**config.mk**
```make
export PLATFORM = sky130hd
export DESIGN_NAME = keypad_emulator
export DESIGN_NICKNAME = d
export VERILOG_FILES = /design/src/rtl/keypad_emulator_pkg.sv /design/src/rtl/keypad_emulator_lfsr8.sv /design/src/rtl/keypad_emulator.sv
export SDC_FILE = /design/constraint.sdc
export NUM_CORES = 1
export LEC_CHECK = 0
export CAP_MARGIN = 15
export CORE_ASPECT_RATIO = 0.8
export CORE_UTILIZATION = 30
export CTS_BUF_LIST = sky130_fd_sc_hd__clkbuf_16
export DETAILED_ROUTE_END_ITERATION = 8
export PLACE_DENSITY = 0.45
export REMOVE_ABC_BUFFERS = 1
export SLEW_MARGIN = 10
export SYNTH_ARGS = -nofsm -noshare
export SYNTH_HDL_FRONTEND = slang
export SYNTH_HIERARCHICAL = 1
export SYNTH_SLANG_ARGS = --single-unit
```
**constraint.sdc**
```tcl
create_clock -name clk -period 5 [get_ports clk]
set_input_delay 1.5 -clock clk [delete_from_list [all_inputs] [get_ports clk]]
set_output_delay 1.5 -clock clk [all_outputs]
set_load 0.01 [all_outputs]
```
**src/rtl/keypad_emulator_pkg.sv**
```systemverilog
// Shared keypad geometry, FSM encodings and position split helper.
// Also imported by keypad_controller benches.
package keypad_emulator_pkg;

    localparam int         KEY_ROWS    = 3;
    localparam int         KEY_COLS    = 3;
    localparam logic [3:0] KEY_POS_MAX = 4'd8;

    typedef enum logic [1:0] {
        IDLE           = 2'd0,
        PRESS_BOUNCE   = 2'd1,
        HELD           = 2'd2,
        RELEASE_BOUNCE = 2'd3
    } key_state_t;

    typedef struct packed {
        logic [1:0] row;
        logic [1:0] col;
    } key_pos_t;

    // Split 0..8 into row/col with constant compares, avoiding a divider.
    function automatic key_pos_t split_pos(input logic [3:0] pos);
        key_pos_t p;
        if (pos >= 4'd6) begin
            p.row = 2'd2;
            p.col = 2'(pos - 4'd6);
        end else if (pos >= 4'd3) begin
            p.row = 2'd1;
            p.col = 2'(pos - 4'd3);
        end else begin
            p.row = 2'd0;
            p.col = 2'(pos);
        end
        return p;
    endfunction

endpackage

```
**src/rtl/keypad_emulator_lfsr8.sv**
```systemverilog
// 8-bit Galois LFSR, x^8+x^6+x^5+x^4+1; a nonzero seed keeps it off the zero state.
module lfsr8 (
    input  logic       clk,
    input  logic       reset,
    input  logic [7:0] seed,
    input  logic       enable,
    output logic [7:0] q
);

    always_ff @(posedge clk) begin
        if (!reset)
            q <= seed;
        else if (enable)
            q <= {1'b0, q[7:1]} ^ (q[0] ? 8'hB8 : 8'h00);
    end

endmodule

```
**src/rtl/keypad_emulator.sv**
```systemverilog
// 3x3 membrane keypad model: presses one key per command with LFSR contact bounce,
// driving active-low rows from the controller's active-low column strobes.
module keypad_emulator
    import keypad_emulator_pkg::*;
#(
    parameter int         BOUNCE_CYCLES = 16,
    parameter logic [7:0] LFSR_SEED     = 8'hA5
) (
    input  logic        clk,
    input  logic        reset,
    input  logic [2:0]  column,
    input  logic        cmd_valid,
    output logic        cmd_ready,
    input  logic [3:0]  cmd_position,
    input  logic [15:0] cmd_hold,
    output logic        cmd_err,
    output logic        busy,
    output logic        done,
    output logic [2:0]  row
);

    localparam logic [15:0] BOUNCE_LEN = 16'(BOUNCE_CYCLES);

    key_state_t  state;
    logic [15:0] dwell;
    logic [15:0] hold_len;
    logic [1:0]  pos_row;
    logic [1:0]  pos_col;
    logic        contact;
    logic [7:0]  lfsr_q;
    logic        col_driven;
    key_pos_t    cmd_split;

    lfsr8 u_lfsr (
        .clk    (clk),
        .reset  (reset),
        .seed   (LFSR_SEED),
        .enable (1'b1),
        .q      (lfsr_q)
    );

    assign cmd_split = split_pos(cmd_position);
    assign cmd_ready = (state == IDLE);
    assign busy      = (state != IDLE);

    always_ff @(posedge clk) begin
        if (!reset) begin
            state    <= IDLE;
            dwell    <= '0;
            hold_len <= '0;
            pos_row  <= '0;
            pos_col  <= '0;
            contact  <= 1'b0;
            done     <= 1'b0;
            cmd_err  <= 1'b0;
        end else begin
            done    <= 1'b0;
            cmd_err <= 1'b0;
            dwell   <= dwell - 16'd1;
            case (state)
                IDLE: begin
                    contact <= 1'b0;
                    if (cmd_valid) begin
                        if (cmd_position > KEY_POS_MAX) begin
                            cmd_err <= 1'b1;
                        end else begin
                            pos_row  <= cmd_split.row;
                            pos_col  <= cmd_split.col;
                            hold_len <= (cmd_hold == 16'd0) ? 16'd1 : cmd_hold;
                            dwell    <= BOUNCE_LEN;
                            contact  <= lfsr_q[0];
                            state    <= PRESS_BOUNCE;
                        end
                    end
                end
                PRESS_BOUNCE: begin
                    if (dwell == 16'd1) begin
                        dwell   <= hold_len;
                        contact <= 1'b1;
                        state   <= HELD;
                    end else begin
                        contact <= lfsr_q[0];
                    end
                end
                HELD: begin
                    if (dwell == 16'd1) begin
                        dwell   <= BOUNCE_LEN;
                        contact <= lfsr_q[0];
                        state   <= RELEASE_BOUNCE;
                    end else begin
                        contact <= 1'b1;
                    end
                end
                RELEASE_BOUNCE: begin
                    if (dwell == 16'd1) begin
                        contact <= 1'b0;
                        done    <= 1'b1;
                        state   <= IDLE;
                    end else begin
                        contact <= lfsr_q[0];
                    end
                end
                default: state <= IDLE;
            endcase
        end
    end

    always_comb begin
        case (pos_col)
            2'd0:    col_driven = ~column[0];
            2'd1:    col_driven = ~column[1];
            2'd2:    col_driven = ~column[2];
            default: col_driven = 1'b0;
        endcase
    end

    // Combinational path so the controller sees its strobe reflected in the same cycle.
    always_comb begin
        for (int r = 0; r < KEY_ROWS; r++)
            row[r] = ~(contact & (pos_row == 2'(r)) & col_driven);
    end

endmodule
```
==> Word level (Yosys, flattened, before mapping) <==
Cells that the tools add are included.
{ "totals": {"register_bits": 49, "in_bits": 26, "output_inout_bits": 7} }
{ "classes": {"order_cmp": 3, "muxes": 24, "n_bitwise": 14, "n_eq_ne": 13, "n_addsub": 3, "reduce_logical": 9} }
{ "ops": {"columns": ["cell", "n"], "rows": [
  ["two-way mux 16 bit", 5],
  ["case mux 16 bit (3 select lines)", 1],
  ["== test 16 x 1 -> 1 bit (second input constant)", 1],
  ["zero test 16 bit", 1],
  ["subtractor 16 x 1 -> 16 bit (second input constant)", 1],
  ["two-way mux 2 bit", 5],
  ["!= test 2 bit (second input constant)", 5],
  ["== test 2 bit (second input constant)", 4],
  ["two-way mux 8 bit", 1],
  ["case mux 2 bit (4 select lines)", 1],
  ["bitwise XOR 7 x 8 -> 8 bit", 1],
  ["two-way mux 1 bit", 7],
  ["inverter 1 bit", 7],
  ["bitwise AND 1 bit", 6],
  ["== test 2 x 1 -> 1 bit (second input constant)", 3],
  ["zero test 2 bit", 3],
  ["AND reduction 3 bit", 2],
  ["AND reduction 5 bit", 1],
  ["greater-or-equal comparator 4 x 2 -> 1 bit (second input constant)", 1],
  ["greater-or-equal comparator 4 x 3 -> 1 bit (second input constant)", 1],
  ["greater-than comparator 4 bit (second input constant)", 1],
  ["two-way mux 4 bit", 1],
  ["case mux 1 bit (4 select lines)", 1],
  ["subtractor 2 bit (second input constant)", 2],
  ["other kinds (4)", 4]
]} }

==> Depth between registers and ports, before layout <==
{ "depth": {"word_depth": 4, "mapped_depth": 9, "depth_no_buf": 7} }

==> Cells and area by module <==
The synthesis kept the hierarchy.
{ "modules_own_cells": {"columns": ["mod", "cells_per_inst", "instances", "area_per_inst_um2"], "rows": [
  ["keypad_emulator", 246, 1, 2133.3],
  ["lfsr8", 24, 1, 377.9]
]} }

==> Worst setup path after synthesis <==
No wires, ideal clock.
{ "synth_timing": {"path_type": "input to output", "start": "input column[0]", "end": "output row[0]", "path_buffers": 0, "path_slack_ns": 1.206, "stages": 4, "arrival_time_ns": 2.294, "path_cell_list": "nor2b_1 -> a211oi_1 -> o21ai_0 -> or3_1"} }
{ "synth_between": {"elab_chain_len": 4} }
{ "synth_lines": {"columns": ["element", "line_no", "source"], "rows": [
  ["from (decl)", "keypad_emulator.sv:11", "input logic [2:0] column,"],
  ["inverter 1 bit", "keypad_emulator.sv:110", "2'd0: col_driven = ~column[0];"],
  ["case mux 1 bit (3 select lines)", "keypad_emulator.sv:109", "case (pos_col)"],
  ["bitwise AND 1 bit", "keypad_emulator.sv:120", "row[r] = ~(contact & (pos_row == 2'(r)) & col_driven);"],
  ["inverter 1 bit", "keypad_emulator.sv:120", null],
  ["to (decl)", "keypad_emulator.sv:19", "output logic [2:0] row"]
]} }
No other way between the ends.

==> Worst setup path after layout <==
Same ends and word-level chain as after synthesis.

==> flow_summary_export.csv <==
group,metric,value,unit
grt,grt-ovfl-total,0,
clock_tree,cts_made_buffers,5,
setup_path,critPathSlowestCell,"clkdlybuf4s50_1",
sta,slew_viol_final,0,
sta,max_slew_margin,40.0,%
floorplanning,start_util,31.3,%
sta,fin_crit,4.66,ns
sta,worstMarginPinSlew,0.897,ns
yosys,ys_types,50,
yosys,async_flop_share,0,%
clock_tree,cts_setup_buffers,0,
sta,max_freq,0.215,GHz
clock_tree,clock-root-buffer,"clkbuf_16",
clock_tree,cts.sinks,49,
power,ir_worst_vdd,160,uV
sta,tns,0,ns
worst_hold_path,hold_path_class,"flop to flop",
yosys,syn_avg_cell_area,9.30,sq um
power,powerDensity,577,nW/um^2
yosys,syn-cell-area,2510,sq um
sta,setup_violations,0,
yosys,synthCells,270,
floorplanning,die-area,8740,sq um
yosys,synth.top_cells.by_area,"dfxtp_1, edfxtp_1, a22oi_1",
yosys,seq_area_frac_synth,42.3,%
placed_design,hpwl,4.01,mm
detailed_routing,vias_per_cell,4.71,
floorplanning,core,8020,sq um
clock_tree,clk_pin_slew,0.07,ns
grt,grt_pass1_wl,9.49,mm
detailed_routing,wl,5.68,mm
clock_tree,cts_tree,"yes",
detailed_routing,dr.pass1.iters,4,
detailed_routing,wl_per_cell,13.6,um
power,power,1.81,mW
floorplanning,row_count,29,
grt,antenna_found_initial,0,
final_layout,area_growth,24.9,%
setup_path,criticalPathCategory,"input port to output port",
setup_path,crit_path_end_kind,"output port",
setup_path,cp_max_fo,3,
floorplanning,num_io_pins,33,
setup_path,path_cells,"clkdlybuf4s50_1 -> nor2b_1 -> a211oi_1 -> o21ai_0 -> or3_1 -> clkdlybuf4s50_1",
floorplanning,die_x,104,um
clock_tree,clk_path_buf_depth,2,
final_layout,multi_input_area,1360,sq um
final_layout,nFillCells,811,
grt,grt_usage,13.8,%
run,cap_violations,0,
final_layout,drive_above_1_share,10.0,%
outcome,status,"completed",
grt,grt_pass1_vias,1832,
sta,min_period_over_period,93.2,%
final_layout,seq_area,1060,sq um
placed_design,gp_congestion,0.731,
placed_design,port_buffers,32,
detailed_routing,ant_nets,0,
floorplanning,die_y,83.8,um
setup_path,arrival,3.16,ns
final_layout,nets,342,
setup_path,cpMostUsedCell,"clkdlybuf4s50_1",
sta,hold_violations,0,
setup_path,slowest_delay,0.48,ns
yosys,synth_top_area_share,32.7,%
setup_path,cp.buffers_inverters,2,
yosys,ys_warn_count,6,
clock_tree,post_cts_resize_count,0,
setup_path,critPathLaunchType,"input port",
detailed_routing,route.detailed.drc,0,
detailed_routing,route.vias.total,1962,
final_layout,antennaDiodeCount,0,
clock_tree,clock_latency,0.30,ns
clock_tree,htreeDepth,2,
yosys,synth.ff_latch_count,49,
sta,rsz0062_at_grt,"no",
yosys,synth_edf_count,8,
clock_tree,holdBufCountCts,0,
setup_path,path_delay_family,"buffers and inverters",
yosys,synth_flop_cell,"dfxtp_1",
yosys,synth_top_area_cell,"dfxtp_1",
detailed_routing,drtIter0Drc,96,
power,p_leak,1.18,nW
sta,worst_clock_skew,0.00947,ns
setup_path,worst-endpoint-required,3.50,ns
grt,grt_max_degree,27,
[synth_stat cells (4+ instances only)]
| master | number |
|---|---|
| nor4_1 | 5 |
| xnor2_1 | 13 |
| dfxtp_1 | 41 |
| a21oi_1 | 13 |
| nand3_1 | 4 |
| edfxtp_1 | 8 |
| nor2_1 | 44 |
| inv_1 | 11 |
| clkbuf_1 | 5 |
| a22oi_1 | 22 |
| a22oi_2 | 4 |
| nand4_1 | 4 |
| nand2_1 | 20 |
| o21ai_0 | 8 |
| nor3_1 | 6 |
| ha_1 | 8 |
[worst reg2reg max path, stage by stage (launching register included)]
cell and delay [ns]:
dfxtp_1 0.38, nor4_4 0.46, nand3b_2 0.16, nor3_4 0.64, nand2_1 0.17, a21oi_2 0.16
[per-layer routing]
metal / up-vias / part of all wire, % / global-route usage, %
met5: - / 0 / 0
met4: 0 / 1.4 / 5.06
met3: 6 / 2.6 / 2.65
met2: 25 / 42 / 19.7
met1: 901 / 54 / 20.5
li1: 1030 / - / -
[state kept, by name, indices dropped and copies added, names as in the netlist]
signal	count
state	2
dwell	16
pos_row	2
contact	1
done	1
pos_col	2
u_lfsr/q	8
hold_len	16
cmd_err	1
[metrics by stage]
| step | hold WS [ns] | worst slack, ns | utilization [%] | instances | area (sq um) |
|---|---|---|---|---|---|
| 2_1_floorplan | 0.429 | 1.21 | - | 265 | 2460 |
| 3_3_place_gp | 0.445 | 0.352 | 36.8 | 409 | 2950 |
| 3_5_place_dp | 0.451 | 0.324 | 36.8 | 409 | 2950 |
| 4_1_cts | 0.462 | 0.328 | 39.1 | 417 | 3140 |
| 5_1_grt | 0.488 | 0.204 | 39.1 | 417 | 3140 |
| 6_report | 0.465 | 0.341 | 39.1 | 417 | 3140 |
[logic make-up after synthesis]
group           share of synthesized area (%)
simple gates                             21.9
compound gates                           17.4
flops                                    42.3
buf+inv                                  4.63
xor+xnor                                 5.58
fa+ha+maj                                3.99
mux                                      3.94
other cells                             0.299
[cell usage in the layout, fill, tap and decap left out, types with 5 or more instances in the layout]
cell and count:
ha_1 8, nor3_1 6, nor4_1 5, o21ai_0 8
conb_1 9, nand2_1 20, a22oi_1 22, xnor2_1 13
a21oi_1 13, clkdlybuf4s50_1 32, inv_1 11, edfxtp_1 8
dfxtp_1 41, clkbuf_16 6, nor2_1 44
[worst paths after layout]
kind / cells after the start / startpoint / slack [ns] / to
setup / recovery: 6 / column[0] / 0.34 / row[0]
hold / removal: 2 / hold_len[0] / 0.46 / dwell[0]
hold reg to reg: 2 / hold_len[0] / 0.46 / dwell[0]
setup reg to reg: 5 / dwell[7] / 2.97 / dwell[15]
[report_power, final]
part           total, mW  leakage, nW  switching, mW  internal (mW)
Clock              0.424       0.0926          0.155          0.268
Combinational      0.795        0.676          0.425          0.370
Sequential         0.591        0.416         0.0961          0.495
Total               1.81         1.18          0.676           1.13
[final cells by class]
type	instances	area share, %
clock buffers	6	4.79
clock inverters	2	1.24
inverters	11	1.32
multi-input cells	205	43.4
flip-flops and latches	49	33.8
well taps	108	4.31
repair buffers	36	11.2
Note: power is estimated with default switching activity, not from simulation.
